## src/rtl/spi_master_pkg.sv

```systemverilog
// Shared constants for the SPI master: register map, STATUS/CONFIG bit
// positions, engine state encoding and a bit-reversal helper.
package spi_master_pkg;

    localparam logic [3:0] ADDR_CS     = 4'd0;
    localparam logic [3:0] ADDR_DATA   = 4'd1;
    localparam logic [3:0] ADDR_STATUS = 4'd2;
    localparam logic [3:0] ADDR_CONFIG = 4'd3;
    localparam logic [3:0] ADDR_DIV    = 4'd4;

    localparam int ST_BUSY        = 0;
    localparam int ST_TX_FULL     = 1;
    localparam int ST_RX_EMPTY    = 2;
    localparam int ST_RX_OVERRUN  = 3;
    localparam int ST_TX_OVERFLOW = 4;
    localparam int ST_DONE        = 7;

    localparam int CFG_CPOL      = 0;
    localparam int CFG_CPHA      = 1;
    localparam int CFG_LSB_FIRST = 2;
    localparam int CFG_IRQ_EN    = 3;

    typedef logic [0:0] engine_state_t;
    localparam engine_state_t STATE_IDLE  = 1'b0;
    localparam engine_state_t STATE_SHIFT = 1'b1;

    function automatic logic [7:0] reverse_byte(input logic [7:0] b);
        logic [7:0] r;
        for (int i = 0; i < 8; i++) r[i] = b[7-i];
        return r;
    endfunction

endpackage

```

## src/rtl/spi_fifo.sv

```systemverilog
// Synchronous FIFO with combinational head; a push into a full FIFO is
// accepted when a pop happens in the same cycle.
module spi_fifo #(
    parameter int DEPTH = 4,
    parameter int WIDTH = 8
) (
    input  logic             clock_sys,
    input  logic             reset,
    input  logic             push,
    input  logic [WIDTH-1:0] wdata,
    input  logic             pop,
    output logic [WIDTH-1:0] rdata,
    output logic             full,
    output logic             empty
);
    localparam int AW = $clog2(DEPTH);

    logic [WIDTH-1:0] mem [DEPTH];
    logic [AW-1:0]    wptr;
    logic [AW-1:0]    rptr;
    logic [AW:0]      count;
    logic             do_push;
    logic             do_pop;

    assign empty   = (count == '0);
    assign full    = (count == (AW+1)'(DEPTH));
    assign do_pop  = pop && !empty;
    assign do_push = push && (!full || do_pop);
    assign rdata   = mem[rptr];

    always_ff @(posedge clock_sys) begin
        if (do_push) mem[wptr] <= wdata;
    end

    always_ff @(posedge clock_sys) begin
        if (reset) begin
            wptr  <= '0;
            rptr  <= '0;
            count <= '0;
        end else begin
            if (do_push) wptr <= wptr + 1'b1;
            if (do_pop)  rptr <= rptr + 1'b1;
            case ({do_push, do_pop})
                2'b10:   count <= count + 1'b1;
                2'b01:   count <= count - 1'b1;
                default: count <= count;
            endcase
        end
    end

endmodule

```

## src/rtl/spi_master.sv

```systemverilog
// Register-bus SPI master: programmable divider, four SPI modes, MSB/LSB
// order, TX/RX FIFOs and a completion interrupt.
module spi_master
    import spi_master_pkg::*;
#(
    parameter int NUM_CS     = 8,
    parameter int FIFO_DEPTH = 4,
    parameter int DIV_WIDTH  = 8
) (
    input  logic              clock_sys,
    input  logic              reset,
    input  logic [3:0]        addr,
    input  logic [7:0]        data,
    input  logic              rw,
    input  logic              cs,
    input  logic              strobe,
    input  logic              miso,
    output logic              mosi,
    output logic              sck,
    output logic [NUM_CS-1:0] spi_cs,
    output logic [7:0]        data_out,
    output logic              data_out_en,
    output logic              irq
);
    logic                 wr, rd, status_clr;
    logic [NUM_CS-1:0]    cs_reg;
    logic                 cfg_cpol, cfg_cpha, cfg_lsb, cfg_irq_en;
    logic [DIV_WIDTH-1:0] div_reg;
    logic                 rx_overrun, tx_overflow, done, busy;
    engine_state_t        state;
    logic [7:0]           tx_sh, rx_sh, rx_raw, rx_byte;
    logic [3:0]           edge_cnt;
    logic [DIV_WIDTH-1:0] div_cnt, div_lat;
    logic                 cpha_lat, lsb_lat;
    logic                 tick, byte_done, sample_edge;
    logic                 tx_push, tx_pop, tx_full, tx_empty;
    logic                 rx_pop, rx_full, rx_empty;
    logic [7:0]           tx_head, rx_head;

    assign wr          = strobe && !cs && !rw;
    assign rd          = strobe && !cs && rw;
    assign status_clr  = wr && (addr == ADDR_STATUS);
    assign tx_push     = wr && (addr == ADDR_DATA);
    assign rx_pop      = rd && (addr == ADDR_DATA);
    assign tx_pop      = (state == STATE_IDLE) && !tx_empty;
    assign tick        = (state == STATE_SHIFT) && (div_cnt == div_lat);
    assign byte_done   = tick && (edge_cnt == 4'd15);
    assign sample_edge = (edge_cnt[0] == cpha_lat);
    assign busy        = (state != STATE_IDLE) || !tx_empty;
    // With CPHA=1 the final sample lands on the 16th edge itself.
    assign rx_raw      = cpha_lat ? {rx_sh[6:0], miso} : rx_sh;
    assign rx_byte     = lsb_lat ? reverse_byte(rx_raw) : rx_raw;
    assign spi_cs      = cs_reg;
    assign data_out_en = !cs && rw;
    assign irq         = cfg_irq_en && done;

    spi_fifo #(.DEPTH(FIFO_DEPTH), .WIDTH(8)) tx_fifo (
        .clock_sys(clock_sys), .reset(reset),
        .push(tx_push), .wdata(data), .pop(tx_pop),
        .rdata(tx_head), .full(tx_full), .empty(tx_empty)
    );

    spi_fifo #(.DEPTH(FIFO_DEPTH), .WIDTH(8)) rx_fifo (
        .clock_sys(clock_sys), .reset(reset),
        .push(byte_done), .wdata(rx_byte), .pop(rx_pop),
        .rdata(rx_head), .full(rx_full), .empty(rx_empty)
    );

    always_ff @(posedge clock_sys) begin
        if (reset) begin
            cs_reg     <= '1;
            cfg_cpol   <= 1'b0;
            cfg_cpha   <= 1'b0;
            cfg_lsb    <= 1'b0;
            cfg_irq_en <= 1'b0;
            div_reg    <= '0;
        end else if (wr) begin
            case (addr)
                ADDR_CS:     cs_reg <= data[NUM_CS-1:0];
                ADDR_CONFIG: {cfg_irq_en, cfg_lsb, cfg_cpha, cfg_cpol} <= data[3:0];
                ADDR_DIV:    div_reg <= data[DIV_WIDTH-1:0];
                default:     ;
            endcase
        end
    end

    // A new event in the same cycle as a write-1-clear keeps the flag set.
    always_ff @(posedge clock_sys) begin
        if (reset) begin
            rx_overrun  <= 1'b0;
            tx_overflow <= 1'b0;
            done        <= 1'b0;
        end else begin
            rx_overrun  <= (byte_done && rx_full && !rx_pop) ||
                           (rx_overrun && !(status_clr && data[ST_RX_OVERRUN]));
            tx_overflow <= (tx_push && tx_full && !tx_pop) ||
                           (tx_overflow && !(status_clr && data[ST_TX_OVERFLOW]));
            done        <= (byte_done && tx_empty) ||
                           (done && !(status_clr && data[ST_DONE]));
        end
    end

    always_comb begin
        data_out = 8'h00;
        case (addr)
            ADDR_CS:     data_out[NUM_CS-1:0] = cs_reg;
            ADDR_DATA:   data_out = rx_empty ? 8'h00 : rx_head;
            ADDR_STATUS: data_out = {done, 2'b00, tx_overflow, rx_overrun,
                                     rx_empty, tx_full, busy};
            ADDR_CONFIG: data_out = {4'h0, cfg_irq_en, cfg_lsb, cfg_cpha, cfg_cpol};
            ADDR_DIV:    data_out[DIV_WIDTH-1:0] = div_reg;
            default:     data_out = 8'h00;
        endcase
    end

    // LSB-first bytes are bit-reversed on load so the shifter always emits bit 7.
    always_ff @(posedge clock_sys) begin
        if (reset) begin
            state    <= STATE_IDLE;
            sck      <= 1'b0;
            mosi     <= 1'b0;
            tx_sh    <= '0;
            rx_sh    <= '0;
            edge_cnt <= '0;
            div_cnt  <= '0;
            div_lat  <= '0;
            cpha_lat <= 1'b0;
            lsb_lat  <= 1'b0;
        end else if (state == STATE_IDLE) begin
            sck <= cfg_cpol;
            if (!tx_empty) begin
                tx_sh    <= cfg_lsb ? reverse_byte(tx_head) : tx_head;
                cpha_lat <= cfg_cpha;
                lsb_lat  <= cfg_lsb;
                div_lat  <= div_reg;
                div_cnt  <= '0;
                edge_cnt <= '0;
                if (!cfg_cpha) mosi <= cfg_lsb ? tx_head[0] : tx_head[7];
                state    <= STATE_SHIFT;
            end
        end else if (tick) begin
            div_cnt  <= '0;
            sck      <= ~sck;
            edge_cnt <= edge_cnt + 4'd1;
            if (sample_edge) begin
                rx_sh <= {rx_sh[6:0], miso};
            end else if (cpha_lat) begin
                mosi  <= tx_sh[7];
                tx_sh <= {tx_sh[6:0], 1'b0};
            end else if (edge_cnt != 4'd15) begin
                mosi  <= tx_sh[6];
                tx_sh <= {tx_sh[6:0], 1'b0};
            end
            if (edge_cnt == 4'd15) state <= STATE_IDLE;
        end else begin
            div_cnt <= div_cnt + 1'b1;
        end
    end

endmodule

```

## config.mk

```make
export PLATFORM = sky130hd
export DESIGN_NAME = spi_master
export DESIGN_NICKNAME = d
export VERILOG_FILES = /design/src/rtl/spi_master_pkg.sv /design/src/rtl/spi_fifo.sv /design/src/rtl/spi_master.sv
export SDC_FILE = /design/constraint.sdc
export NUM_CORES = 1
export LEC_CHECK = 0
export CORE_UTILIZATION = 50
export CTS_CLUSTER_SIZE = 12
export DETAILED_ROUTE_END_ITERATION = 10
export GPL_ROUTABILITY_DRIVEN = 0
export PLACE_DENSITY = 0.71
export SYNTH_ARGS = -nofsm -noshare
export SYNTH_HDL_FRONTEND = slang
export SYNTH_SLANG_ARGS = --single-unit
```

## constraint.sdc

```tcl
create_clock -name clock_sys -period 2.75 [get_ports clock_sys]
set_input_delay 0.55 -clock clock_sys [delete_from_list [all_inputs] [get_ports clock_sys]]
set_output_delay 0.55 -clock clock_sys [all_outputs]
set_load 0.02 [all_outputs]
```

# Word level (Yosys, flattened, before mapping)
# Memories as Yosys holds them, arrays and structs flattened. A register that Yosys moved wholly into a read port is not among the register bits.
# Cells that the tools add are included.
# op_classes
addsub	10
n_eq_ne	19
muxes	41
bitwise_logic	3
reduce_logical	56
# ops
cell	count
$mux 8	13
$pmux 8 s5	1
$logic_and 1x1->1	26
$mux 1	18
$mux 4	3
$pmux 3 s2	2
$logic_not 1->1	11
$reduce_and 2->1	5
$add 2x1->2 const B	4
$add 8x1->8 const B	1
$eq 4x2->1 const B	2
$eq 8x8->1	1
$mux 2	4
$add 3x1->3 const B	2
$eq 3x3->1 const B	2
$logic_not 3->1	2
$logic_or 1x1->1	6
$sub 3x1->3 const B	2
$reduce_and 5->1	1
$add 4x1->4 const B	1
$eq 2x1->1 const B	2
$eq 2x2->1 const B	2
$eq 4x1->1 const B	1
$eq 4x3->1 const B	1
11 further kinds	16
# totals
ff_bits	78
ram_bits	64
inputBits	18
out_inout_bits	20
wordCells	156
mem_count	2
# mem_list
name	words	width	read_ports	rd_ports_with_merged_regs	write_ports	line	text
rx_fifo.mem	4	8	1	1	1	spi_fifo.sv:18	logic [WIDTH-1:0] mem [DEPTH];
tx_fifo.mem	4	8	1	1	1	spi_fifo.sv:18	

# Longest topological paths before layout
# logic_depth
word_depth	9
ltp_mapped	11
mapped_depth_nobuf	11

# Hierarchy
# From an unflattened synthesis, not the netlist that was laid out.
# unflattened
cells_unflattened	594
area_unflattened_um2	6687.7
# modules_own_cells
mod	instances	cells_per_inst	area_each_um2
spi_master	1	387	3296.9
spi_fifo (tx_fifo)	1	106	1699.1
spi_fifo (rx_fifo)	1	101	1691.6

# Least setup slack after synthesis
# Ideal clock, no wire load.
# synth_path
path_type	in2reg
startpoint	input port addr[1]
endpoint	register rx_fifo.count[2]
setup_time_ns	0.070
arrival_ns	2.718
path_slack_ns	-0.038
cell_stages	10
path_cell_list	or4b_1 -> o2111a_1 -> nor3b_1 -> inv_1 -> ha_1 -> inv_1 -> fa_1 -> xor2_1 -> or3_1 -> a21oi_1
# synth_between
elab_chain_len	7
word_cells_on_any_way	9
cone_classes	eq/ne (3); mux (1); reduce/logical (5)
# synth_rtl
item	line	text
start, declared	spi_master.sv:12	input logic [3:0] addr,
$eq 4x1->1 (*)	spi_master.sv:44	assign rx_pop = rd && (addr == ADDR_DATA);
$logic_and 1x1->1 (*)	spi_master.sv:44	
$logic_and 1x1->1 (*)	spi_fifo.sv:27	assign do_pop = pop && !empty;
$logic_or 1x1->1	spi_fifo.sv:28	assign do_push = push && (!full || do_pop);
$logic_and 1x1->1	spi_fifo.sv:28	
$eq 2x1->1 / $eq 2x2->1 (equally long branches)	spi_fifo.sv:43	case ({do_push, do_pop})
$pmux 3 s2 / $reduce_bool 2->1 (equally long branches)	n/a	
end signal, assigned	spi_fifo.sv:44	2'b10: count <= count + 1'b1;
end signal, assigned	spi_fifo.sv:45	2'b01: count <= count - 1'b1;
end signal, assigned	spi_fifo.sv:46	default: count <= count;
end, declared	spi_fifo.sv:21	logic [AW:0] count;
# Mark *: on every way between the ends. The rest lies on a longest branch, timed or not.
# A chain may end at the register's enable or synchronous reset.

# Final worst setup path
# layout_path
startpoint	input port addr[3]
endpoint	register rx_fifo.count[2]
# Same word-level chain as after synthesis.

==> flow_summary.toml <==
[placed_design]
placed_cell_area_um2 = 7370
dp_hpwl_um = 10600
io_buffer_count = 37

[global_route]
grt.total_usage_pct = 24.1
grt-ovfl-total = 0
grt_max_degree = 26
grt_antenna_before_repair = 0
grt_pass1_vias = 4761
grt_pass1_wl_um = 23700

[power_and_ir_drop]
netSwitchingFraction_pct = 28.7
p_per_area_nw_per_um2 = 708
power.share.clock_pct = 39.8
intPower_mw = 4.04
p_seq_share_pct = 43.3
p_leak_nw = 2.95
peakVddDrop_mv = 0.377
p_switching_mw = 1.62
pwr-share-comb_pct = 16.9
total_power_mw = 5.67

[floorplan]
die_h_um = 116
die_area_um2 = 13400
rows = 41
dieWidth_um = 116
core_area_um2 = 12600
pin_count = 38
initial_core_util_pct = 51.1

[clock_tree]
clk_latency_ns = 0.43
tritoncts = "done"
cts_sinks = 146
cts_buffers = 17
clock_path_buffers = 2
cts.htree.levels = 4
clockRootBuffer = "clkbuf_16"
path_clk_slew_ns = 0.06

[logic_synthesis]
synth_edf_count = 64
syn_inst = 566
synth_top_area_share_pct = 29.8
synth.distinct_cells = 54
synth_top_flop_cell = "dfxtp_1"
syn_area_per_cell_um2 = 11.4
yosysWarnings = 0
ys_async_sr_fraction_pct = 0
yosysSeqAreaShare_pct = 55.2
synth_nets = 598
yosys.area.top_type = "edfxtp_1"
yosys-top-cells-area = "edfxtp_1, dfxtp_1, mux4_2, nand2_1, mux2i_1"
ys_top_cells_by_count = "dfxtp_1, nand2_1, edfxtp_1, nor2_1, nand3_1"
ys_seq_elements = 146
syn-cell-area_um2 = 6450

[critical_path]
rr_startpoint = "div_cnt[4]"
critical_path.startpoint_type = "input pin"
startpoint = "addr[3]"
crit_path_end_kind = "flop"
r2r_slack_ns = 0.19
crit_required_ns = 3.11
worstPathMaxFanout = 3
crit_arrival_ns = 3.01
critical_path_class = "in -> reg"

[timing]
rsz0062_at_grt = "false"
fin_worst_skew_ns = 0.00875
drv_slew = 0
final_hold_viol_count = 0
maxSlewHeadroom_pct = 52.4
max_freq_mhz = 378
finalSetupViolCount = 0
holdWs_ns = 0.460
period_share_pct = 96.3
final.setup.tns_ns = 0
worst_pin_slew_ns = 0.707
min_period_ns = 2.65

[routing]
wl_um = 14600
routedWlPerCell_um = 17.5
ant_nets = 0
via_per_inst = 5.66
vias = 4704
drtIter0Drc = 431
drc = 0
dr.pass1.iters = 5

[cells_and_area]
nNetsFinal = 678
multi_input_area_um2 = 2750
reg.largest.list = "rx_fifo.mem x32, tx_fifo.mem x32"
antenna_cells = 0
drive_above_1_share_pct = 22.3
syn_to_final_growth_pct = 24.0
stdcell_area_um2 = 8000
regArea_um2 = 3560
n_fill_cell = 983

[min_path]
holdCritPathClass = "reg -> reg"
hp-start = "rx_overrun"

[outcome]
status = "finished clean"

[flow_run]
cap_violations = 0
logic make-up after synthesis:
kind of cell / Yosys count / synth area share (%)
compound gates: 78 / 8.26
xor+xnor: 23 / 3.12
fa+ha+maj: 14 / 2.95
buf+inv: 48 / 2.97
flops: 146 / 55.2
mux: 48 / 11.8
simple gates: 209 / 15.7
what timing repair did:
item                                    in CTS  in global routing
buffers inserted                             3                  2
hold buffers                                 0                  0
hold endpoints to repair                     0                  0
resized for setup                           48                  2
pin swaps                                   12                  4
endpoints found under the setup margin      10                  2
layout make-up:
class,instances,area share (%)
Clock buffer,18,5.49
Multi-Input combinational cell,372,34.4
Clock inverter,14,1.74
Sequential cell,146,44.6
Inverter,17,0.798
Timing Repair Buffer,92,10.3
Tap cell,172,2.69
metal layers:
layer / vias up / global-route usage [%] / routed length [um]
li1: 2234 / - / -
met4: 0 / 12.1 / 395
met3: 31 / 5.86 / 787
met2: 150 / 41.3 / 7500
met5: - / 0 / 0
met1: 2289 / 28.2 / 5890
power groups by stage:
stage	clock, mW	combinational [mW]	sequential, mW
2_1_floorplan	0	0.666	2.46
3_3_place_gp	0	0.914	2.50
3_5_place_dp	0	0.948	2.50
4_1_cts	2.28	0.953	2.45
5_1_grt	2.36	1.05	2.47
6_report	2.25	0.958	2.46
worst max-delay path, cell delays in order:
cell,delay (ns)
dlygate4sd2_1,0.24
or4b_4,0.54
buf_6,0.14
o2111a_1,0.25
nor3b_2,0.20
inv_1,0.07
ha_2,0.18
inv_2,0.06
fa_2,0.21
xor2_2,0.08
or3_1,0.33
a21oi_2,0.15
worst paths after layout:
check | end | depth (start not counted)
worst max-delay path | rx_fifo.count[2] | 12
worst min-delay path | rx_overrun | 2
worst max register to register | rx_fifo.count[2] | 11
worst min register to register | rx_overrun | 2
per-stage QoR:
step / utilization [%] / setup WS, ns / std cells
after floorplan: - / 0.0420 / 566
after global placement: 58.4 / -0.436 / 794
after detailed placement: 58.4 / -0.613 / 794
after CTS: 63.2 / 0.0643 / 829
after global routing: 63.4 / 0.00362 / 831
final: 63.4 / 0.101 / 831
cells in the final DEF, fill, tap and decap left out, drive strengths merged, types with 2 or more instances in the layout:
cell type      synthesis  final
dlygate4sd2            0      4
nor3                   4      4
a222oi                 8      8
nand4                  6      6
fa                     2      2
nor4b                  2      2
nor2b                  3      3
nor3b                  2      2
inv                   16     26
mux4                  22     22
or3                    4      4
or2                    3      3
ha                    12     12
nand2                 82     82
mux2i                 24     24
o21ai                 12     12
a41o                   4      4
clkbuf                18     18
nor2                  38     38
a211oi                 4      4
dfxtp                 82     82
nand3                 37     37
xor2                  16     16
mux2                   2      2
nor4                   5      5
a31oi                  2      2
and3                   3      3
xnor2                  7      7
edfxtp                64     64
a21oi                 34     34
and2                  11     11
clkdlybuf4s50          0     24
or4                    4      4
buf                   13     64
or4b                   2      2
clkinv                 1      3
a221oi                 6      6
(Power assumes the default switching activity.)
